`config.mk`:
```
export PLATFORM = sky130hd
export DESIGN_NAME = uartf_core
export DESIGN_NICKNAME = d
export VERILOG_FILES = /design/src/rtl/uartf_core.sv
export SDC_FILE = /design/constraint.sdc
export NUM_CORES = 1
export LEC_CHECK = 0
export ABC_AREA = 1
export CORE_ASPECT_RATIO = 0.7
export CORE_UTILIZATION = 45
export DETAILED_ROUTE_END_ITERATION = 10
export PLACE_DENSITY = 0.7
export SLEW_MARGIN = 20
export SYNTH_ARGS = -nofsm -noshare
export SYNTH_HDL_FRONTEND = slang
export SYNTH_SLANG_ARGS = --single-unit
export TNS_END_PERCENT = 50
```
`constraint.sdc`:
```
create_clock -name clk -period 2.65 [get_ports clk]
set_clock_uncertainty 0.1 [all_clocks]
set_input_delay 0.53 -clock clk [delete_from_list [all_inputs] [get_ports clk]]
set_output_delay 0.53 -clock clk [all_outputs]
set_load 0.005 [all_outputs]
```
`src/rtl/uartf_core.sv`:
```
// uartf_core: full-duplex 8-bit UART with programmable divider, TX/RX FIFOs,
// optional even/odd parity and a 4-byte burst write mode.
module uartf_core #(
    parameter int TXDEPTH = 8,
    parameter int RXDEPTH = 8,
    parameter int DIVW    = 16,
    parameter int DIV_RST = 7
) (
    input  logic                     clk,
    input  logic                     rst,
    input  logic [31:0]              d,
    input  logic                     wrtx,
    input  logic                     wrbaud,
    input  logic                     rd,
    input  logic                     rxd,
    output logic                     txd,
    output logic                     thre,
    output logic                     tend,
    output logic [7:0]               q,
    output logic                     dv,
    output logic                     fe,
    output logic                     pe,
    output logic                     ove,
    output logic [$clog2(TXDEPTH):0] txlevel,
    output logic [$clog2(RXDEPTH):0] rxlevel
);
    localparam int TAW = $clog2(TXDEPTH);
    localparam int RAW = $clog2(RXDEPTH);
    localparam int FOUR_I = 4;
    localparam logic [TAW:0]    TX_FULL  = TXDEPTH[TAW:0];
    localparam logic [TAW:0]    TX_FOUR  = FOUR_I[TAW:0];
    localparam logic [TAW:0]    TX_ONE   = {{TAW{1'b0}}, 1'b1};
    localparam logic [TAW:0]    TX_ZERO  = {(TAW+1){1'b0}};
    localparam logic [RAW:0]    RX_FULL  = RXDEPTH[RAW:0];
    localparam logic [RAW:0]    RX_ONE   = {{RAW{1'b0}}, 1'b1};
    localparam logic [RAW:0]    RX_ZERO  = {(RAW+1){1'b0}};
    localparam logic [DIVW-1:0] DIV_MIN  = DIVW'(3);
    localparam logic [DIVW-1:0] TMR_ONE  = {{(DIVW-1){1'b0}}, 1'b1};
    localparam logic [DIVW-1:0] TMR_ZERO = {DIVW{1'b0}};

    function automatic logic parity8(input logic [7:0] b, input logic odd);
        return (^b) ^ odd;
    endfunction

    // ---------------- configuration ----------------
    logic [DIVW-1:0] div_q;
    logic            burst_q, par_en_q, par_odd_q;
    logic [DIVW-1:0] div_eff_s;
    logic [DIVW:0]   half_m1_s;
    logic            unused_s;

    assign div_eff_s = (div_q < DIV_MIN) ? DIV_MIN : div_q;
    assign half_m1_s = (({1'b0, div_eff_s} + {{DIVW{1'b0}}, 1'b1}) >> 1) - {{DIVW{1'b0}}, 1'b1};
    assign unused_s  = ^{d[28:DIVW], half_m1_s[DIVW]};

    // divider, burst and parity configuration register
    always_ff @(posedge clk) begin
        if (rst) begin
            div_q     <= DIV_RST[DIVW-1:0];
            burst_q   <= 1'b0;
            par_en_q  <= 1'b0;
            par_odd_q <= 1'b0;
        end else if (wrbaud) begin
            div_q     <= d[DIVW-1:0];
            burst_q   <= d[31];
            par_en_q  <= d[30];
            par_odd_q <= d[29];
        end
    end

    // ---------------- TX FIFO ----------------
    logic [7:0]     tx_mem_q [TXDEPTH];
    logic [TAW-1:0] tx_wp_q, tx_rp_q;
    logic [TAW:0]   tx_cnt_q;
    logic [TAW:0]   tx_free_s, tx_add_s;
    logic           tx_push1_s, tx_push4_s, tx_pop_s;
    logic [7:0]     tx_head_s;

    assign tx_free_s  = TX_FULL - tx_cnt_q;
    assign tx_push1_s = wrtx && !burst_q && (tx_cnt_q != TX_FULL);
    assign tx_push4_s = wrtx && burst_q && (tx_free_s >= TX_FOUR);
    assign tx_head_s  = tx_mem_q[tx_rp_q];

    // number of entries entering the TX FIFO this cycle
    always_comb begin
        tx_add_s = TX_ZERO;
        if (tx_push4_s) begin
            tx_add_s = TX_FOUR;
        end else if (tx_push1_s) begin
            tx_add_s = TX_ONE;
        end else begin
            tx_add_s = TX_ZERO;
        end
    end

    // TX FIFO storage; a burst word lands least-significant byte first
    always_ff @(posedge clk) begin
        if (tx_push4_s) begin
            for (int i = 0; i < 4; i++) begin
                tx_mem_q[tx_wp_q + TAW'(i)] <= d[8*i +: 8];
            end
        end else if (tx_push1_s) begin
            tx_mem_q[tx_wp_q] <= d[7:0];
        end
    end

    // TX FIFO pointers and occupancy
    always_ff @(posedge clk) begin
        if (rst) begin
            tx_wp_q  <= {TAW{1'b0}};
            tx_rp_q  <= {TAW{1'b0}};
            tx_cnt_q <= TX_ZERO;
        end else begin
            tx_wp_q  <= tx_wp_q + tx_add_s[TAW-1:0];
            tx_rp_q  <= tx_rp_q + (tx_pop_s ? TX_ONE[TAW-1:0] : {TAW{1'b0}});
            tx_cnt_q <= tx_cnt_q + tx_add_s - (tx_pop_s ? TX_ONE : TX_ZERO);
        end
    end

    // ---------------- TX shifter ----------------
    typedef enum logic [2:0] {
        TX_IDLE  = 3'd0,
        TX_START = 3'd1,
        TX_DATA  = 3'd2,
        TX_PAR   = 3'd3,
        TX_STOP  = 3'd4
    } tx_state_e;

    tx_state_e       tx_state_q;
    logic [DIVW-1:0] tx_tmr_q;
    logic [2:0]      tx_bit_q;
    logic [7:0]      tx_sh_q;
    logic            tx_par_en_q, tx_par_q, txd_q;
    logic            tx_bit_end_s;

    assign tx_bit_end_s = (tx_tmr_q == TMR_ZERO);
    // next frame is fetched when idle, or at the end of a stop bit for back-to-back frames
    assign tx_pop_s = (tx_cnt_q != TX_ZERO) &&
                      ((tx_state_q == TX_IDLE) || ((tx_state_q == TX_STOP) && tx_bit_end_s));

    // TX frame sequencer; the bit timer reloads at each boundary so a new divider lands there
    always_ff @(posedge clk) begin
        if (rst) begin
            tx_state_q  <= TX_IDLE;
            tx_tmr_q    <= TMR_ZERO;
            tx_bit_q    <= 3'd0;
            tx_sh_q     <= 8'h00;
            tx_par_en_q <= 1'b0;
            tx_par_q    <= 1'b0;
            txd_q       <= 1'b1;
        end else begin
            case (tx_state_q)
                TX_IDLE, TX_STOP: begin
                    if ((tx_state_q == TX_STOP) && !tx_bit_end_s) begin
                        tx_tmr_q <= tx_tmr_q - TMR_ONE;
                    end else if (tx_pop_s) begin
                        tx_state_q  <= TX_START;
                        tx_tmr_q    <= div_eff_s;
                        tx_sh_q     <= tx_head_s;
                        tx_par_en_q <= par_en_q;
                        tx_par_q    <= parity8(tx_head_s, par_odd_q);
                        txd_q       <= 1'b0;
                    end else begin
                        tx_state_q <= TX_IDLE;
                        txd_q      <= 1'b1;
                    end
                end
                TX_START: begin
                    if (tx_bit_end_s) begin
                        tx_state_q <= TX_DATA;
                        tx_tmr_q   <= div_eff_s;
                        tx_bit_q   <= 3'd0;
                        txd_q      <= tx_sh_q[0];
                        tx_sh_q    <= {1'b0, tx_sh_q[7:1]};
                    end else begin
                        tx_tmr_q <= tx_tmr_q - TMR_ONE;
                    end
                end
                TX_DATA: begin
                    if (!tx_bit_end_s) begin
                        tx_tmr_q <= tx_tmr_q - TMR_ONE;
                    end else if (tx_bit_q == 3'd7) begin
                        tx_tmr_q   <= div_eff_s;
                        tx_state_q <= tx_par_en_q ? TX_PAR : TX_STOP;
                        txd_q      <= tx_par_en_q ? tx_par_q : 1'b1;
                    end else begin
                        tx_tmr_q <= div_eff_s;
                        tx_bit_q <= tx_bit_q + 3'd1;
                        txd_q    <= tx_sh_q[0];
                        tx_sh_q  <= {1'b0, tx_sh_q[7:1]};
                    end
                end
                TX_PAR: begin
                    if (tx_bit_end_s) begin
                        tx_state_q <= TX_STOP;
                        tx_tmr_q   <= div_eff_s;
                        txd_q      <= 1'b1;
                    end else begin
                        tx_tmr_q <= tx_tmr_q - TMR_ONE;
                    end
                end
                default: begin
                    tx_state_q <= TX_IDLE;
                    txd_q      <= 1'b1;
                end
            endcase
        end
    end

    assign txd     = txd_q;
    assign tend    = (tx_state_q == TX_IDLE) && (tx_cnt_q == TX_ZERO);
    assign thre    = burst_q ? (tx_free_s >= TX_FOUR) : (tx_cnt_q != TX_FULL);
    assign txlevel = tx_cnt_q;

    // ---------------- RX front end ----------------
    logic rx_s1_q, rx_s2_q, rx_s3_q;

    // two-flop synchroniser plus one delayed copy for edge detection
    always_ff @(posedge clk) begin
        if (rst) begin
            rx_s1_q <= 1'b1;
            rx_s2_q <= 1'b1;
            rx_s3_q <= 1'b1;
        end else begin
            rx_s1_q <= rxd;
            rx_s2_q <= rx_s1_q;
            rx_s3_q <= rx_s2_q;
        end
    end

    typedef enum logic [2:0] {
        RX_IDLE  = 3'd0,
        RX_START = 3'd1,
        RX_DATA  = 3'd2,
        RX_PAR   = 3'd3,
        RX_STOP  = 3'd4
    } rx_state_e;

    rx_state_e       rx_state_q;
    logic [DIVW-1:0] rx_tmr_q;
    logic [2:0]      rx_bit_q;
    logic [7:0]      rx_sh_q;
    logic            rx_par_en_q, rx_par_odd_q, rx_parbit_q;
    logic            rx_sample_s, rx_store_s, rx_fe_s, rx_pe_s;

    assign rx_sample_s = (rx_tmr_q == TMR_ZERO);
    assign rx_store_s  = (rx_state_q == RX_STOP) && rx_sample_s;
    assign rx_fe_s     = !rx_s2_q;
    assign rx_pe_s     = rx_par_en_q && (rx_parbit_q != parity8(rx_sh_q, rx_par_odd_q));

    // RX frame sequencer: half-bit start check, then one sample per bit period
    always_ff @(posedge clk) begin
        if (rst) begin
            rx_state_q   <= RX_IDLE;
            rx_tmr_q     <= TMR_ZERO;
            rx_bit_q     <= 3'd0;
            rx_sh_q      <= 8'h00;
            rx_par_en_q  <= 1'b0;
            rx_par_odd_q <= 1'b0;
            rx_parbit_q  <= 1'b0;
        end else begin
            case (rx_state_q)
                RX_IDLE: begin
                    if (rx_s3_q && !rx_s2_q) begin
                        rx_state_q   <= RX_START;
                        rx_tmr_q     <= half_m1_s[DIVW-1:0];
                        rx_par_en_q  <= par_en_q;
                        rx_par_odd_q <= par_odd_q;
                    end
                end
                RX_START: begin
                    if (!rx_sample_s) begin
                        rx_tmr_q <= rx_tmr_q - TMR_ONE;
                    end else if (rx_s2_q) begin
                        rx_state_q <= RX_IDLE;
                    end else begin
                        rx_state_q <= RX_DATA;
                        rx_tmr_q   <= div_eff_s;
                        rx_bit_q   <= 3'd0;
                    end
                end
                RX_DATA: begin
                    if (rx_sample_s) begin
                        rx_tmr_q <= div_eff_s;
                        rx_sh_q  <= {rx_s2_q, rx_sh_q[7:1]};
                        rx_bit_q <= rx_bit_q + 3'd1;
                        if (rx_bit_q == 3'd7) begin
                            rx_state_q <= rx_par_en_q ? RX_PAR : RX_STOP;
                        end
                    end else begin
                        rx_tmr_q <= rx_tmr_q - TMR_ONE;
                    end
                end
                RX_PAR: begin
                    if (rx_sample_s) begin
                        rx_parbit_q <= rx_s2_q;
                        rx_tmr_q    <= div_eff_s;
                        rx_state_q  <= RX_STOP;
                    end else begin
                        rx_tmr_q <= rx_tmr_q - TMR_ONE;
                    end
                end
                RX_STOP: begin
                    if (rx_sample_s) begin
                        rx_state_q <= RX_IDLE;
                    end else begin
                        rx_tmr_q <= rx_tmr_q - TMR_ONE;
                    end
                end
                default: rx_state_q <= RX_IDLE;
            endcase
        end
    end

    // ---------------- RX FIFO ----------------
    logic [9:0]     rx_mem_q [RXDEPTH];
    logic [RAW-1:0] rx_wp_q, rx_rp_q;
    logic [RAW:0]   rx_cnt_q;
    logic           rx_full_s, rx_push_s, rx_pop_s, ove_q;
    logic [9:0]     rx_head_s;

    assign rx_full_s = (rx_cnt_q == RX_FULL);
    assign rx_push_s = rx_store_s && !rx_full_s;
    assign rx_pop_s  = rd && (rx_cnt_q != RX_ZERO);
    assign rx_head_s = rx_mem_q[rx_rp_q];

    // RX FIFO storage, entry = {pe, fe, byte}
    always_ff @(posedge clk) begin
        if (rx_push_s) begin
            rx_mem_q[rx_wp_q] <= {rx_pe_s, rx_fe_s, rx_sh_q};
        end
    end

    // RX FIFO pointers, occupancy and sticky overrun (set beats clear)
    always_ff @(posedge clk) begin
        if (rst) begin
            rx_wp_q  <= {RAW{1'b0}};
            rx_rp_q  <= {RAW{1'b0}};
            rx_cnt_q <= RX_ZERO;
            ove_q    <= 1'b0;
        end else begin
            rx_wp_q  <= rx_wp_q + (rx_push_s ? RX_ONE[RAW-1:0] : {RAW{1'b0}});
            rx_rp_q  <= rx_rp_q + (rx_pop_s ? RX_ONE[RAW-1:0] : {RAW{1'b0}});
            rx_cnt_q <= rx_cnt_q + (rx_push_s ? RX_ONE : RX_ZERO) - (rx_pop_s ? RX_ONE : RX_ZERO);
            if (rx_store_s && rx_full_s) begin
                ove_q <= 1'b1;
            end else if (rx_pop_s) begin
                ove_q <= 1'b0;
            end
        end
    end

    assign dv      = (rx_cnt_q != RX_ZERO);
    assign q       = dv ? rx_head_s[7:0] : 8'h00;
    assign fe      = dv && rx_head_s[8];
    assign pe      = dv && rx_head_s[9];
    assign ove     = ove_q;
    assign rxlevel = rx_cnt_q;

endmodule

```
# After elaboration in Yosys (flattened, before gate mapping)
# Memory sizes are Yosys's and may differ from the RTL's. A register that Yosys moved wholly into a read port is not among the register bits.
# Index checks and enable logic that the tools add are counted.
word_totals:
  elab_cells: 206
  regBits: 109
  n_memories: 2
  ramBits: 144
  rom_bits: 0
  inputBits: 38
  latch_bits: 0
classes:
  muxes: 71
  n_addsub: 18
  order_cmp: 2
  n_shift: 0
  n_bitwise: 4
  div_mod_pow: 0
  reduce_logical: 51
  eq_ne: 30
  n_mul: 0
mem_list:
  columns: ["name", "words", "width", "rd", "rd_clocked_by_memory_dff", "write_ports", "line", "rtl"]
  rows:
  - ["rx_mem_q", 8, 10, 1, 1, 1, "316", "logic [9:0] rx_mem_q [RXDEPTH];"]
  - ["tx_mem_q", 8, 8, 1, 1, 4, "72", "logic [7:0] tx_mem_q [TXDEPTH];"]
op_table:
  columns: ["operator", "n"]
  rows:
  - ["$mux W16", 9]
  - ["$mux W3", 22]
  - ["$pmux W16 S4", 1]
  - ["$mux W8", 7]
  - ["$sub A16 B1 Y16 const B", 3]
  - ["$logic_not A16 Y1", 2]
  - ["$pmux W16 S2", 1]
  - ["$ne A2 B2 Y1 const B", 15]
  - ["$mux W1", 24]
  - ["$pmux W8 S3", 1]
  - ["$add A16 B1 Y17 const B", 1]
  - ["$logic_and A1 B1 Y1", 16]
  - ["$lt A16 B2 Y1 const B", 1]
  - ["$reduce_and A4 Y1", 4]
  - ["$reduce_xor A8 Y1", 2]
  - ["$pmux W3 S5", 1]
  - ["$eq A3 B2 Y1 const B", 4]
  - ["$eq A3 B3 Y1 const B", 4]
  - ["$pmux W3 S2", 2]
  - ["$pmux W3 S4", 1]
  - ["$reduce_and A6 Y1", 2]
  - ["$reduce_bool A4 Y1", 3]
  - ["$add A3 B1 Y3 const B", 3]
  - ["$reduce_and A2 Y1", 4]
  - ["other kinds (28)", 43]

# Depth between registers and ports, before layout
logic_depth:
  depth_word: 7
  mapped_depth: 20

# Least setup slack after synthesis
# OpenSTA, ideal clock, no wires.
synth_timing:
  path_type: "register to register"
  startpoint: "register rx_tmr_q[0]"
  endpoint: "memory rx_mem_q[0][0], enable pin"
  setup_slack_ns: -0.113
  setup_ns: 0.390
  period_less_slack_ns: 2.763
  n_path_buf: 0
  stages_incl_launch_ff: 10
  arrival_time_ns: 2.273
  path_cell_list: "dfxtp_1 -> inv_1 -> ha_1 -> nand3_1 -> nor4_2 -> nand2_1 -> nor2_1 -> nand2_1 -> or2_1 -> nor3_1"
synth_between:
  elab_chain_len: 5
synth_rtl:
  columns: ["item", "line", "rtl"]
  rows:
  - ["start: declaration", "240", "logic [DIVW-1:0] rx_tmr_q;"]
  - ["start signal: assignment", "266", "rx_tmr_q <= half_m1_s[DIVW-1:0];"]
  - ["start signal: assignment", "273", "rx_tmr_q <= rx_tmr_q - TMR_ONE;"]
  - ["start signal: assignment", "278", "rx_tmr_q <= div_eff_s;"]
  - ["$logic_not A16 Y1", "246", "assign rx_sample_s = (rx_tmr_q == TMR_ZERO);"]
  - ["$logic_and A1 B1 Y1", "247", "assign rx_store_s = (rx_state_q == RX_STOP) && rx_sample_s;"]
  - ["$logic_and A1 B1 Y1", "323", "assign rx_push_s = rx_store_s && !rx_full_s;"]
  - ["$mux W1", "329", "if (rx_push_s) begin"]
  - ["$mux W1 (implied by the code)", "330", "rx_mem_q[rx_wp_q] <= {rx_pe_s, rx_fe_s, rx_sh_q};"]
  - ["end: declaration", "316", null]
# No other way between the ends.

# Final worst setup path
layout_timing:
  startpoint: "register rx_cnt_q[2] (netlist: rxlevel[2])"
  endpoint: "output q[1]"
layout_between:
  elab_chain_len: 2
layout_rtl:
  columns: ["item", "line", "rtl"]
  rows:
  - ["start: declaration", "318", "logic [RAW:0] rx_cnt_q;"]
  - ["start signal: assignment", "344", "rx_cnt_q <= rx_cnt_q + (rx_push_s ? RX_ONE : RX_ZERO) - (rx_pop_s ? RX_ONE : RX_ZERO);"]
  - ["$reduce_bool A4 Y1", "353", "assign dv = (rx_cnt_q != RX_ZERO);"]
  - ["$mux W8", "354", "assign q = dv ? rx_head_s[7:0] : 8'h00;"]
  - ["end: declaration", "19", "output logic [7:0] q,"]
# No other way between the ends.

==> metrics.txt <==
netlist area before placement=~15,000 um2; Post-Route Hold Slack=about 0.31 ns; number of library cell types mapped by synthesis=48; Fin Setup TNS=0 ns; number of global-route vias before repair=between 10,000 and 15,000; n_diodes=0; count of flip-flops with a built-in enable after synthesis=144; Clk pin slew, worst setup/hold paths=0.07 ns; most common library cells after synthesis=333 x sky130_fd_sc_hd__nand2_1, 276 x sky130_fd_sc_hd__nor2_1, 261 x sky130_fd_sc_hd__o21ai_0; clock tree sinks=between 200 and 300; worst slew margin relative to its limit=a little under three fifths; number of placement rows=55; buffer depth of the longest clock path=3; Mean Syn Cell Area=7.50 um2; crit path DAT=approximately 2.0 ns; internal power component=10.5 mW; # H-tree levels=1; global-route wire length before repair=about 77,000 um; sequential element share of the synthesized area=a little over two fifths; IO Pins=61; clock group share of total power=between 15 and 20%; highest cell delay on the worst timing path=0.34 ns; post-DR wirelength/cell=approximately 19 um; period utilisation layout=98.3%; slew at the pin closest to its max-slew limit=between 0.6 and 0.7 ns; type of the worst min-delay path=flip-flop to flip-flop; worst reg2reg setup slack=0.06 ns; required time of the critical path=2.02 ns; RD Place Congestion=0.984; Vias per Instance=5.52; combinational cell fraction of total power=between 50% and 60%; Critical Path Slowest Stage Cell=sky130_fd_sc_hd__dfxtp_2; first drt pass iteration count=9; flops & latches, synth=between 200 and 300; most frequent cell after synthesis=sky130_fd_sc_hd__nand2_1; Async S/R FF share, synth=0%; number of antenna violations at the first check in global routing=2; switching power=about 7.7 mW; unrepaired setup endpoints after global routing=yes; horizontal die dimension=220 um; HPWL after DPL=37,300 um; die area=roughly 34,000 um2; portion of synthesized cell area occupied by the leading cell type=between 20 and 30%; area overhead of the layout relative to synthesis=27.1%; outcome=finished with violations; max-slew violation count=0; path type of the worst setup path=flip-flop to output pin; number of fillers in the final layout=between 2,000 and 3,000; sequential power share=roughly 28%; Initial DRC Count=1,838; count of buffering cells on the critical path with inverters included=4; height of the die=154 um; most common flop cell mapped by yosys=sky130_fd_sc_hd__edfxtp_1; pin count of the biggest net entering global routing=between 60 and 70; starting density of the core=a little under half; top post-synthesis cells by area=sky130_fd_sc_hd__edfxtp_1 29%, sky130_fd_sc_hd__dfxtp_1 15%, sky130_fd_sc_hd__o21ai_0 8.8%; area leader, netlist=sky130_fd_sc_hd__edfxtp_1; Yosys warnings=0; time the worst path needs with I/O delays and setup=2.60 ns; final hold vios=0; Switching Fraction=between 40% and 50%; post-synthesis instance total=around 2,000; category of the worst setup path launch point=flip-flop; clock insertion delay at the later pin of the skew report=about 0.56 ns; # port buffers=60; setup violators final=0; total power divided by cell area=~960 nW/um2; remaining global-route overflow=0; remaining antenna violation count after routing=0; Post-Synthesis Net Count=a little over 2,000; Top delay family on crit path=buffers and inverters; remaining routing DRC violations=5; Max-cap violations=0; Post-CTS Hold Fix Bufs=0; endpoint type of the worst setup path=output pin; routed wire length=between 50,000 and 60,000 um; CP max FO=8; total CTS buffers=26; violations in the final reports=DRC; Clock Root Buffer=sky130_fd_sc_hd__clkbuf_16; Leak=8.04 nW; overall fraction of global-route tracks in use=between 20% and 30%; peak clock frequency supported by timing=384 MHz; fin nets=between 2,000 and 2,500; total number of vias=14,900; share of final-layout standard cells stronger than drive strength 1=just under 20%; final instance area=approximately 19,000 um2; maximum ir drop on the vdd rail=~0.00056 V; chain of cells forming the critical path=inv_2 > ha_1 > nand3_1 > buf_6 > buf_4 > o21ai_0 > a31oi_1 > buf_2; clock tree from TritonCTS=done; final cell utilization of the core=roughly 58%; Placed Area=17,600 um2; Std-Cell Core Area=roughly 32,000 um2
[worst register-to-register path, cell delays in order, from the launching register on]
cell                      delay [ns]
sky130_fd_sc_hd__dfxtp_2        0.32
sky130_fd_sc_hd__inv_2          0.07
sky130_fd_sc_hd__ha_4           0.16
sky130_fd_sc_hd__nand3_2        0.10
sky130_fd_sc_hd__nor4_4         0.23
sky130_fd_sc_hd__nand2_1        0.12
sky130_fd_sc_hd__nor2_1         0.14
sky130_fd_sc_hd__buf_4          0.18
sky130_fd_sc_hd__nand2_4        0.06
sky130_fd_sc_hd__buf_4          0.13
sky130_fd_sc_hd__or2_4          0.26
sky130_fd_sc_hd__nor3_2         0.19
sky130_fd_sc_hd__buf_2          0.25
[sequential cells by signal, summed over array words and instances (netlist names), 3 cells and up]
register and cells:
div_q 16, rx_tmr_q 16, rx_mem_q 80, tx_rp_q 3, tx_state_q 3, tx_bit_q 3
txlevel 4, rx_rp_q 3, rx_bit_q 3, tx_mem_q 64, tx_wp_q 3, tx_sh_q 8
rx_sh_q 8, rxlevel 4, rx_wp_q 3, rx_state_q 3, tx_tmr_q 16
[metal layers]
metal / up-vias / part of all wire, % / GRT usage (%)
met1: 6884 / 48 / 46.1
met4: 4 / 1.7 / 5.82
met3: 74 / 12 / 8.69
li1: 7236 / - / -
met2: 661 / 39 / 39.6
met5: - / 0.053 / 0
[through the flow]
| step | total power [mW] | instances | setup slack, ns |
|---|---|---|---|
| floorplan | 10.4 | 1988 | -0.113 |
| global placement | 13.6 | 2624 | -0.149 |
| detailed placement | 13.8 | 2624 | -0.223 |
| CTS | 17.7 | 2686 | -0.0234 |
| global route | 19.5 | 2694 | -0.125 |
| finish | 18.2 | 2694 | 0.0457 |
[cells by family (layout without fill, tap and decap cells)]
| group | Yosys count | after routing | synth area share [%] |
|---|---|---|---|
| compound gates | 541 | 541 | 19.5 |
| fa+ha+maj | 33 | 33 | 2.87 |
| flops | 253 | 253 | 43.6 |
| buf+inv | 320 | 599 | 8.36 |
| simple gates | 793 | 793 | 22.7 |
| xor+xnor | 48 | 48 | 2.92 |
[what timing repair did]
item	CTS	global route
setup buffers	12	5
resized for setup	67	103
setup endpoints to repair	70	133
pin swaps	7	36
cloned	2	3
[placed cells by master, fill, tap and decap left out, types with 23 or more instances in the layout]
cell type	instances
sky130_fd_sc_hd__edfxtp_1	144
sky130_fd_sc_hd__clkbuf_16	26
sky130_fd_sc_hd__o21ai_1	38
sky130_fd_sc_hd__buf_4	232
sky130_fd_sc_hd__o21ai_0	247
sky130_fd_sc_hd__xor2_1	30
sky130_fd_sc_hd__inv_1	207
sky130_fd_sc_hd__a21oi_1	143
sky130_fd_sc_hd__nand3_1	90
sky130_fd_sc_hd__inv_2	27
sky130_fd_sc_hd__dfxtp_1	97
sky130_fd_sc_hd__clkdlybuf4s50_1	47
sky130_fd_sc_hd__o22ai_1	28
sky130_fd_sc_hd__ha_1	23
sky130_fd_sc_hd__a31oi_1	38
sky130_fd_sc_hd__nand2_1	322
sky130_fd_sc_hd__nor2_1	270
[power by group through the flow]
stage	clock, mW	combinational [mW]	sequential (mW)
3_5_place_dp	0	8.69	5.13
3_3_place_gp	0	8.51	5.12
6_report	3.60	9.51	5.13
4_1_cts	3.64	9.02	5.08
5_1_grt	3.78	10.5	5.18
2_1_floorplan	0	5.24	5.12
[worst paths after layout]
check	endpoint	cells after the start	startpoint
max	q[1]	8	rxlevel[2]
min	rx_s2_q	1	rx_s1_q
max reg2reg	rx_mem_q[4][2]	12	rx_tmr_q[1]
min reg2reg	rx_s2_q	1	rx_s1_q
[cell type report]
cell class                      instances  area (um2)  area share [%]
Clock buffer                           30         686            3.62
Clock inverter                         18         140           0.740
Inverter                              238         898            4.74
Multi-Input combinational cell       1415        7490            39.5
Sequential cell                       253        6530            34.4
Tap cell                              427         534            2.82
Timing Repair Buffer                  313        2670            14.1
Power figures use the tool's default switching activity.
